`config.mk`:
```
export PLATFORM = sky130hd
export DESIGN_NAME = pagerank_iter_ctrl
export DESIGN_NICKNAME = d
export VERILOG_FILES = /design/src/rtl/pagerank_iter_ctrl.sv
export SDC_FILE = /design/constraint.sdc
export NUM_CORES = 1
export LEC_CHECK = 0
export CAP_MARGIN = 5
export CORE_AREA = 10 10 410 412
export CTS_BUF_LIST = sky130_fd_sc_hd__clkbuf_4
export DETAILED_ROUTE_END_ITERATION = 7
export DIE_AREA = 0 0 420 422
export GPL_TIMING_DRIVEN = 0
export HOLD_SLACK_MARGIN = 0.12
export SLEW_MARGIN = 30
export SYNTH_ARGS = -nofsm -noshare
export SYNTH_HDL_FRONTEND = slang
export SYNTH_SLANG_ARGS = --single-unit
export TNS_END_PERCENT = 20
```
`constraint.sdc`:
```
create_clock -name clk -period 4.91 [get_ports clk]
set_clock_uncertainty 0.1 [all_clocks]
set_input_delay 1.2275 -clock clk [delete_from_list [all_inputs] [get_ports clk]]
set_output_delay 1.2275 -clock clk [all_outputs]
set_load 0.01 [all_outputs]
```
`src/rtl/pagerank_iter_ctrl.sv`:
```
`default_nettype none
// ============================================================================
// Module      : pagerank_iter_ctrl
// Description : Iteration sequencer for the pageRank datapath. Latches a graph
//               configuration, holds the datapath in reset, then samples
//               node0Val once per iteration until it converges within eps or
//               the iteration cap is reached.
// Revision    : 1.0 - initial release
// ============================================================================
module pagerank_iter_ctrl #(
    parameter int N        = 16,
    parameter int WIDTH    = 16,
    parameter int MAX_ITER = 32,
    parameter int ITER_W   = 6,
    parameter int RST_CYC  = 2,
    parameter int ITER_CYC = 1
) (
    input  logic                 clk,
    input  logic                 reset,
    input  logic                 start,
    input  logic                 abort,
    input  logic [N*N-1:0]       adj_in,
    input  logic [N*WIDTH-1:0]   weight_in,
    input  logic [WIDTH-1:0]     eps,
    output logic                 pr_reset,
    output logic [N*N-1:0]       pr_adj,
    output logic [N*WIDTH-1:0]   pr_nodeWeight,
    input  logic [WIDTH-1:0]     pr_nodeVal,
    output logic                 busy,
    output logic                 done,
    output logic                 converged,
    output logic [ITER_W-1:0]    iter_count,
    output logic [WIDTH-1:0]     result
);

    // One shared cycle counter serves both the LOAD and RUN dwell times.
    localparam int CNT_MAX = (RST_CYC > ITER_CYC) ? RST_CYC : ITER_CYC;
    localparam int CNT_W   = (CNT_MAX > 1) ? $clog2(CNT_MAX) : 1;

    typedef enum logic [2:0] {
        S_IDLE  = 3'd0,
        S_LOAD  = 3'd1,
        S_RUN   = 3'd2,
        S_CHECK = 3'd3,
        S_DONE  = 3'd4
    } state_t;

    state_t               state_q,  state_d;
    logic [CNT_W-1:0]     cnt_q,    cnt_d;
    logic [N*N-1:0]       adj_q,    adj_d;
    logic [N*WIDTH-1:0]   wt_q,     wt_d;
    logic [ITER_W-1:0]    iter_q,   iter_d;
    logic                 conv_q,   conv_d;
    logic [WIDTH-1:0]     result_q, result_d;
    logic [WIDTH-1:0]     prev_q,   prev_d;

    logic [WIDTH-1:0]     delta;
    logic [ITER_W-1:0]    iter_inc;

    // Absolute difference taken in the larger-minus-smaller direction so it
    // never wraps; the incremented count drives the termination decisions.
    always_comb begin
        delta    = (pr_nodeVal >= prev_q) ? (pr_nodeVal - prev_q) : (prev_q - pr_nodeVal);
        iter_inc = iter_q + ITER_W'(1);
    end

    // State and datapath registers with synchronous active-low reset.
    always_ff @(posedge clk) begin
        if (!reset) begin
            state_q  <= S_IDLE;
            cnt_q    <= '0;
            adj_q    <= '0;
            wt_q     <= '0;
            iter_q   <= '0;
            conv_q   <= 1'b0;
            result_q <= '0;
            prev_q   <= '0;
        end else begin
            state_q  <= state_d;
            cnt_q    <= cnt_d;
            adj_q    <= adj_d;
            wt_q     <= wt_d;
            iter_q   <= iter_d;
            conv_q   <= conv_d;
            result_q <= result_d;
            prev_q   <= prev_d;
        end
    end

    // Next-state and register-update logic for the iteration sequence.
    always_comb begin
        state_d  = state_q;
        cnt_d    = cnt_q;
        adj_d    = adj_q;
        wt_d     = wt_q;
        iter_d   = iter_q;
        conv_d   = conv_q;
        result_d = result_q;
        prev_d   = prev_q;

        case (state_q)
            S_IDLE: begin
                // abort outranks start so a simultaneous pair stays idle
                if (start && !abort) begin
                    adj_d    = adj_in;
                    wt_d     = weight_in;
                    iter_d   = '0;
                    conv_d   = 1'b0;
                    result_d = '0;
                    prev_d   = '0;
                    cnt_d    = '0;
                    state_d  = S_LOAD;
                end
            end

            S_LOAD: begin
                if (abort) begin
                    conv_d  = 1'b0;
                    cnt_d   = '0;
                    state_d = S_IDLE;
                end else if (cnt_q == CNT_W'(RST_CYC - 1)) begin
                    cnt_d   = '0;
                    state_d = S_RUN;
                end else begin
                    cnt_d = cnt_q + CNT_W'(1);
                end
            end

            S_RUN: begin
                if (abort) begin
                    conv_d  = 1'b0;
                    cnt_d   = '0;
                    state_d = S_IDLE;
                end else if (cnt_q == CNT_W'(ITER_CYC - 1)) begin
                    cnt_d   = '0;
                    state_d = S_CHECK;
                end else begin
                    cnt_d = cnt_q + CNT_W'(1);
                end
            end

            S_CHECK: begin
                if (abort) begin
                    // an aborted check leaves result and count untouched
                    conv_d  = 1'b0;
                    cnt_d   = '0;
                    state_d = S_IDLE;
                end else begin
                    result_d = pr_nodeVal;
                    prev_d   = pr_nodeVal;
                    iter_d   = iter_inc;
                    cnt_d    = '0;
                    if ((iter_inc >= ITER_W'(2)) && (delta <= eps)) begin
                        conv_d  = 1'b1;
                        state_d = S_DONE;
                    end else if (iter_inc == ITER_W'(MAX_ITER)) begin
                        conv_d  = 1'b0;
                        state_d = S_DONE;
                    end else begin
                        state_d = S_RUN;
                    end
                end
            end

            S_DONE: begin
                state_d = S_IDLE;
            end

            default: begin
                state_d = S_IDLE;
            end
        endcase
    end

    // Status outputs decode directly from the current state.
    assign pr_reset      = (state_q == S_IDLE) || (state_q == S_LOAD);
    assign busy          = (state_q == S_LOAD) || (state_q == S_RUN) || (state_q == S_CHECK);
    assign done          = (state_q == S_DONE);
    assign pr_adj        = adj_q;
    assign pr_nodeWeight = wt_q;
    assign converged     = conv_q;
    assign iter_count    = iter_q;
    assign result        = result_q;

endmodule
`default_nettype wire

```
* Yosys cells after proc, flatten, opt, wreduce, memory -nomap -nowiden
Cells that the tools add are included.
** Cells by class
- $add $sub $neg :: 4
- Multiply operators :: 0
- Divide/modulo/power cells :: 0
- Order comparisons :: 3
- Eq/ne operators :: 11
- Shift-type cells :: 0
- Mux-type cells :: 27
- Bitwise gates (word level) :: 0
- Reductions and logical operators :: 16
** Operators with widths (count)
- $mux W16 :: 3
- $pmux W16 S2 :: 1
- $sub A16 B16 Y16 :: 2
- $mux W3 :: 8
- $ge A16 B16 Y1 :: 1
- $le A16 B16 Y1 :: 1
- $mux W6 :: 2
- $pmux W3 S4 :: 1
- $pmux W6 S2 :: 1
- $mux W1 :: 9
- $add A6 B1 Y6 const B :: 1
- $eq A3 B2 Y1 const B :: 2
- $eq A6 B6 Y1 const B :: 1
- $ge A6 B2 Y1 const B :: 1
- $ne A3 B3 Y1 const B :: 2
- $reduce_and A3 Y1 :: 2
- $ne A2 B2 Y1 const B :: 2
- $ne A4 B4 Y1 const B :: 1
- $pmux W1 S4 :: 1
- $reduce_and A2 Y1 :: 2
- $reduce_and A4 Y1 :: 1
- $reduce_bool A4 Y1 :: 1
- $eq A3 B1 Y1 const B :: 1
- $eq A3 B3 Y1 const B :: 1
- other kinds (10) :: 13
** Word-level totals
- Register bits after elaboration :: 539
- Latch bits :: 0
- RAM bits :: 0
- ROM bits :: 0
- Bits of input ports :: 548
- Output and inout port bits :: 538
- Logic and storage cells :: 68
- Memories kept :: 0

* Depth between registers and ports, before layout
Gate-level depths: netlist of the first run.
- Depth in word-level cells :: 7
- Depth in mapped cells :: 19
- Depth with buffers taken out :: 17

* Least setup slack after synthesis of the first run
Ideal clock, no wire load.
- Path kind :: in2reg
- Start :: in pr_nodeVal[0]
- End :: reg state_q[2]
- Setup time :: 86 ps
- Arrival :: 4511 ps
- Data required time :: 4724 ps
- Path slack :: 213 ps
- Stages :: 19
- Path buffers :: 2
- Cell sequence :: inv_1 > ha_1 > inv_1 > fa_1 > a211oi_2 > o211ai_1 > and2_1 > o21a_1 > buf_6 > buf_12 > mux2i_1 > xnor2_1 > ha_1 > a21oi_1 > o21ai_0 > a221o_1 > o31a_1 > nand2b_1 > a211oi_1
** Between the ends
- Word-level cells in the longest chain between the ends :: 7
- Elaborated cells between the ends (all ways) :: 9
- Classes of those cells :: 2 x add/sub; 2 x order compare; 4 x mux; 1 x reduce/logical
** Ends and longest elaborated chain
- start: declaration :: RTL line 28 : input logic [WIDTH-1:0] pr_nodeVal,
- $sub A16 B16 Y16 or $ge A16 B16 Y1 (tied branches) :: RTL line 63 : delta = (pr_nodeVal >= prev_q) ? (pr_nodeVal - prev_q) : (prev_q - pr_nodeVal);
- $mux W16 (*) :: RTL line 63
- $le A16 B16 Y1 (*) :: RTL line 153 : if ((iter_inc >= ITER_W'(2)) && (delta <= eps)) begin
- $logic_and A1 B1 Y1 (*) :: RTL line 153
- $mux W3 (*) :: RTL line 153
- $mux W3 (*) :: RTL line 143 : if (abort) begin
- $pmux W3 S4 (*) :: RTL line 101 : case (state_q)
- end signal: assignment :: RTL line 79 : state_q <= state_d;
- end: declaration :: RTL line 48 : state_t state_q, state_d;
Every way passes the cells marked *; elsewhere a longest branch is shown, timed or not.
A chain may end at the register's enable or synchronous reset.

* Worst setup path in the final report of the first run
- Start :: in pr_nodeVal[9]
- End :: reg state_q[2]
Same word-level chain as after synthesis.

==> results of run 1 <==
[cells by family (layout without fill, tap and decap cells)]
| logic type | Yosys count | count (layout) | synth area share |
|---|---|---|---|
| and+or+nand+nor | 1162 | 1162 | 0.2059 |
| AOI/OAI and AO/OA | 648 | 648 | 0.2160 |
| DFF | 539 | 539 | 0.4893 |
| buffers and inverters | 249 | 1627 | 0.04704 |
| adders and majority gates | 52 | 52 | 0.03019 |
| xor gates and xnor gates | 14 | 14 | 0.005561 |
| muxes | 13 | 13 | 0.006015 |
| other | 0 | 28 | 0 |
[worst max-delay path by stage]
stage	endpoint	slack, ns	from
after floorplan	state_q[2]	0.21	pr_nodeVal[0]
after global placement	pr_adj[151]	-1.63	start
after detailed placement	state_q[2]	-1.24	pr_nodeVal[0]
after CTS	state_q[2]	0.03	pr_nodeVal[0]
after global routing	state_q[2]	0.005	pr_nodeVal[0]
final	state_q[2]	0.06	pr_nodeVal[9]
[worst max-delay path, delay by kind of cell]
| kind | cells | cell delay [ns] |
|---|---|---|
| compound gates | 6 | 1.51 |
| buf+inv | 5 | 1.12 |
| simple gates | 4 | 0.79 |
| fa+ha+maj | 2 | 0.57 |
| mux | 1 | 0.28 |
| xor+xnor | 1 | 0.22 |
[registers in the layout (all words and copies together), names as in the netlist]
name,count
state_q,3
iter_count,6
cnt_q,1
converged,1
pr_nodeWeight,256
pr_adj,256
prev_q,16
[area by class of cell]
type                    instances  area (um2)  area share
repair buffers               1089       10910      0.2881
flip-flops and latches        539       10790      0.2849
multi-input cells            1889       10270      0.2711
well taps                    2086        2610     0.06891
clock buffers                 237        1779     0.04698
plain buffers                 193       842.1     0.02223
clock inverters                52       392.9     0.01037
inverters                      56       210.2    0.005550
diodes                         28       70.07    0.001850
[stage by stage]
stage / area, um2 / cells / setup WS, ns / TNS, ns / power, W
2_1_floorplan: 22050 / 2677 / 0.2134 / 0 / 0.005448
3_3_place_gp: 35510 / 5847 / -1.629 / -641.72 / 0.006817
3_5_place_dp: 35590 / 5851 / -1.238 / -3.545 / 0.006836
4_1_cts: 37760 / 6140 / 0.03313 / 0 / 0.01166
5_1_grt: 37840 / 6156 / 0.005128 / 0 / 0.01203
6_report: 37870 / 6169 / 0.05969 / 0 / 0.01146
[layer usage]
metal | vias to the layer above | part of all wire | track usage
met5 | - | 0.0023 | 0
met4 | 52 | 0.025 | 0.05334
met2 | 1066 | 0.50 | 0.2867
li1 | 11400 | - | -
met3 | 260 | 0.088 | 0.05567
met1 | 11590 | 0.39 | 0.1885
[power by group through the flow]
stage / Sequential, W / Combinational [W] / Clock (W)
global route: 0.00474 / 0.00215 / 0.00514
detailed placement: 0.00481 / 0.00202 / 0
finish: 0.00472 / 0.00201 / 0.00473
floorplan: 0.00487 / 0.000576 / 0
global placement: 0.00481 / 0.00201 / 0
CTS: 0.00472 / 0.00203 / 0.00491
[cell usage in the layout, fill, tap and decap left out, types with 5 or more instances in the layout]
| cell | instances |
|---|---|
| clkdlybuf4s50_1 | 1084 |
| nand2_1 | 1068 |
| dfxtp_1 | 539 |
| a21boi_0 | 531 |
| clkbuf_4 | 237 |
| clkbuf_1 | 121 |
| buf_2 | 57 |
| inv_1 | 56 |
| ha_1 | 50 |
| a21oi_1 | 36 |
| nand3_1 | 31 |
| clkinv_1 | 31 |
| diode_2 | 28 |
| o21ai_0 | 26 |
| nor2_1 | 12 |
| clkbuf_2 | 12 |
| mux2i_1 | 11 |
| xnor2_1 | 9 |
| o211ai_1 | 8 |
| nor2b_1 | 7 |
| a21o_1 | 7 |
| o21a_1 | 5 |
| nor3_1 | 5 |
| nand2b_1 | 5 |
| and2_1 | 5 |
| xor2_1 | 5 |
| inv_6 | 5 |
[repair_timing]
action | 4_1_cts | 5_1_grt
setup buffers | 0 | 1
setup endpoints to repair | 0 | 3
resized for setup | 0 | 9
==> impl_metrics.tcl, run 1 <==
set metrics [dict create \
    synth_top_area_frac 0.4893 \
    holdPathEnd "pr_nodeWeight[131]" \
    clock_path_buffers 3 \
    report.final.slew_viol_count 0 \
    syn-num-nets 3277 \
    postSynth.asyncResetShare 0 \
    grt_usage 0.1651 \
    wirelength_mm 153.1 \
    yosys.area.top_type "dfxtp_1" \
    htreeDepth 4 \
    r2r_start "prev_q[0]" \
    path_cells "clkdlybuf4s50_1, inv_1, ha_1, buf_2, a21oi_1, or3_1, a41oi_2, o21a_1, buf_6, buf_12, mux2i_1, xnor2_1, ha_1, nand4_1, nor2_1, a221o_1, o31a_2, nand2b_4, a211oi_2" \
    ys_warn_count 0 \
    rr_worst_depth 18 \
    path_common_cell "ha_1" \
    place_congestion 0.9510 \
    hp-class "reg -> reg" \
    cts_buffers 164 \
    synthFlopType "dfxtp_1" \
    p_seq_frac 0.412 \
    dieArea_um2 177200 \
    overflow 0 \
    outcome "finished, final reports clean" \
    synthCells 2677 \
    startpoint_type "primary input" \
    synthTopCellsByCount "nand2_1, dfxtp_1, a21boi_0" \
    holdBufCountCts 0 \
    reg2reg_slack_ns 0.33 \
    grt_pass1_vias 23700 \
    cp_slowest_stage_delay_ns 0.53 \
    p_leak_nw 13.47 \
    intPower_w 0.008033 \
    synth_area_leaders "dfxtp_1, nand2_1, a21boi_0, ha_1, clkbuf_1" \
    arrival_ns 5.74 \
    timing.slew.headroom 0.3718 \
    cts.sinks 539 \
    drc 0 \
    fill_cells 17450 \
    ys_ff_latch 539 \
    fmax_ghz 0.2062 \
    swShare 0.2988 \
    rsz0062_at_grt "false" \
    setup_viol 0 \
    cts-root-buf "clkbuf_4" \
    initial_core_util 0.1380 \
    worstSetupPathType "in -> reg" \
    io_pins 1086 \
    switchingPower_w 0.003423 \
    grt_max_degree 17 \
    coreArea_um2 159800 \
    via_count 24360 \
    min_period_ns 4.850 \
    synth-edff-count 0 \
    pwr-share-comb 0.175 \
    postRouteAntennaNets 0 \
    yosysMostFrequentCell "nand2_1" \
    power.density_nw_per_um2 302.5 \
    drive_above_1_share 0.08705 \
    finalCritPeriodShare 0.9878 \
    fin_util 0.2370 \
    synth_area_um2 22050 \
    nNetsFinal 4532 \
    synth_cell_types 57 \
    grt_pass1_wl_mm 203.5 \
    worstHoldStart "pr_nodeWeight[131]" \
    routedWlPerCell_um 24.82 \
    clk_pin_slew_ns 0.06 \
    grt_antenna_before_repair 57 \
    hold_violations 0 \
    io_buffers 1084 \
    clkPwrFrac 0.413 \
    end_kind "flip-flop" \
    syn_area_per_cell_um2 8.237 \
    yosysSeqAreaShare 0.4893 \
    slowest_stage "clkdlybuf4s50_1" \
    die_h_um 422 \
    cap_violations 0 \
    die_x_um 420 \
    ir_worst_vdd_mv 0.1984 \
    clk_latency_ns 1.08 \
    whs_ns 0.3603 \
    drt_iter0_drc 1570 \
    area_growth_pct 71.75 \
    cts_tree "built" \
    worstReg2RegEnd "state_q[2]" \
    tightest_slew_ns 0.9423 \
    hpwl_mm 130.2 \
    crit_required_ns 5.80 \
    path_max_fanout 10 \
    whs_path_depth 2 \
    fp-row-count 147 \
    via_per_inst 3.949 \
    firstDrtPassIters 5 \
]
(Power assumes the default switching activity.)
==> run 2: changes to the inputs <==
CTS_CLUSTER_DIAMETER = 50   (was not set)
==> impl_metrics.tcl, run 2 (same netlist as run 1, synthesis figures left out) <==
set metrics [dict create \
    place_congestion 0.9510 \
    via_per_inst 3.981 \
    hold_violations 0 \
    die_h_um 422 \
    clock_path_buffers 3 \
    io_pins 1086 \
    fmax_ghz 0.2073 \
    pre_cts_ws_ns -1.238 \
    drt_iter0_drc 1647 \
    whs_ns 0.3604 \
    via_count 24520 \
    power.density_nw_per_um2 300.4 \
    cap_violations 0 \
    grt_max_degree 17 \
    fin_ws_ns 0.08517 \
    fin_util 0.2365 \
    grt_pass1_vias 23750 \
    grt_antenna_before_repair 60 \
    mostFrequentLayoutCells "clkdlybuf4s50_1, nand2_1, dfxtp_1" \
    cts_buffers 166 \
    end_kind "flip-flop" \
    timing.slew.headroom 0.3611 \
    crit_required_ns 5.79 \
    final_common_cell "clkdlybuf4s50_1" \
    outcome "finished, final reports clean" \
    cts_tree "built" \
    drive_above_1_share 0.08694 \
    postRouteAntennaNets 0 \
    setup_viol 0 \
    arrival_ns 5.71 \
    initial_core_util 0.1380 \
    fin_area_um2 37810 \
    coreArea_um2 159800 \
    htreeDepth 4 \
    finalCritPeriodShare 0.9827 \
    min_period_ns 4.825 \
    worstSetupPathType "in -> reg" \
    path_max_fanout 10 \
    rsz0062_at_grt "false" \
    p_leak_nw 13.45 \
    cts-root-buf "clkbuf_4" \
    routedWlPerCell_um 24.87 \
    tightest_slew_ns 0.9583 \
    clk_latency_ns 1.12 \
    wirelength_mm 153.2 \
    report.final.slew_viol_count 0 \
    clk_pin_slew_ns 0.06 \
    io_buffers 1084 \
    startpoint_type "primary input" \
    placed_cell_area_um2 35590 \
    cts.sinks 539 \
    dieArea_um2 177200 \
    grt_pass1_wl_mm 203.9 \
    overflow 0 \
    grt_usage 0.1652 \
    hpwl_mm 130.2 \
    ir_worst_vdd_mv 0.1801 \
    drc 0 \
    fp-row-count 147 \
    hp-class "reg -> reg" \
    die_x_um 420 \
    nNetsFinal 4534 \
    firstDrtPassIters 8 \
    area_growth_pct 71.45 \
]
[run 2: final timing paths]
| check | startpoint | to | slack (ns) | depth (start not counted) |
|---|---|---|---|---|
| worst max-delay path | pr_nodeVal[9] | state_q[2] | 0.09 | 19 |
| worst min-delay path | pr_adj[180] | pr_adj[180] | 0.36 | 2 |
| worst max register to register | prev_q[0] | state_q[2] | 0.32 | 18 |
| worst min register to register | pr_adj[180] | pr_adj[180] | 0.36 | 2 |
[run 2: what timing repair did]
item | CTS | global route
setup buffers | 0 | 1
hold buffers | 0 | 0
resized for setup | 0 | 10
endpoints found under the setup margin | 0 | 3
[run 2: where the power goes]
group          total, W  switching [W]  internal, W
Clock           0.00463        0.00228      0.00235
Combinational   0.00201        0.00101      0.00100
Sequential      0.00472       0.000137      0.00458
[run 2: area by class of cell]
type / count / area [um2]
clock buffer: 231 / 1734
fill: 17460 / 122000
buffer: 193 / 842.1
inverter: 56 / 210.2
antenna: 25 / 62.56
multi-input combinational: 1889 / 10270
tap: 2086 / 2610
clock inverter: 52 / 371.6
timing repair buffer: 1089 / 10910
sequential: 539 / 10790
[run 2: through the flow]
stage	total power (W)	instances	TNS [ns]
4_1_cts	0.01156	6134	0
2_1_floorplan	0.005448	2677	0
3_5_place_dp	0.006836	5851	-3.545
5_1_grt	0.01193	6152	0
6_report	0.01136	6160	0
3_3_place_gp	0.006817	5847	-641.72
[run 2: worst max-delay path, cell delays in order]
cell	delay, ns
clkdlybuf4s50_1	0.53
inv_1	0.06
ha_1	0.26
buf_2	0.20
a21oi_1	0.11
or3_1	0.38
a41oi_2	0.18
o21a_1	0.16
buf_6	0.17
buf_12	0.16
mux2i_1	0.28
xnor2_1	0.21
ha_1	0.30
nand4_1	0.17
nor2_1	0.07
a221o_1	0.39
o31a_4	0.42
nand2b_4	0.16
a211oi_2	0.24
[run 2: routing by layer]
| metal | up-vias | track usage | wire length [um] |
|---|---|---|---|
| met5 | - | 0 | 385 |
| met4 | 56 | 0.04835 | 3498 |
| met3 | 252 | 0.05556 | 13530 |
| met2 | 1072 | 0.2888 | 76720 |
| met1 | 11750 | 0.1891 | 59060 |
| li1 | 11390 | - | - |
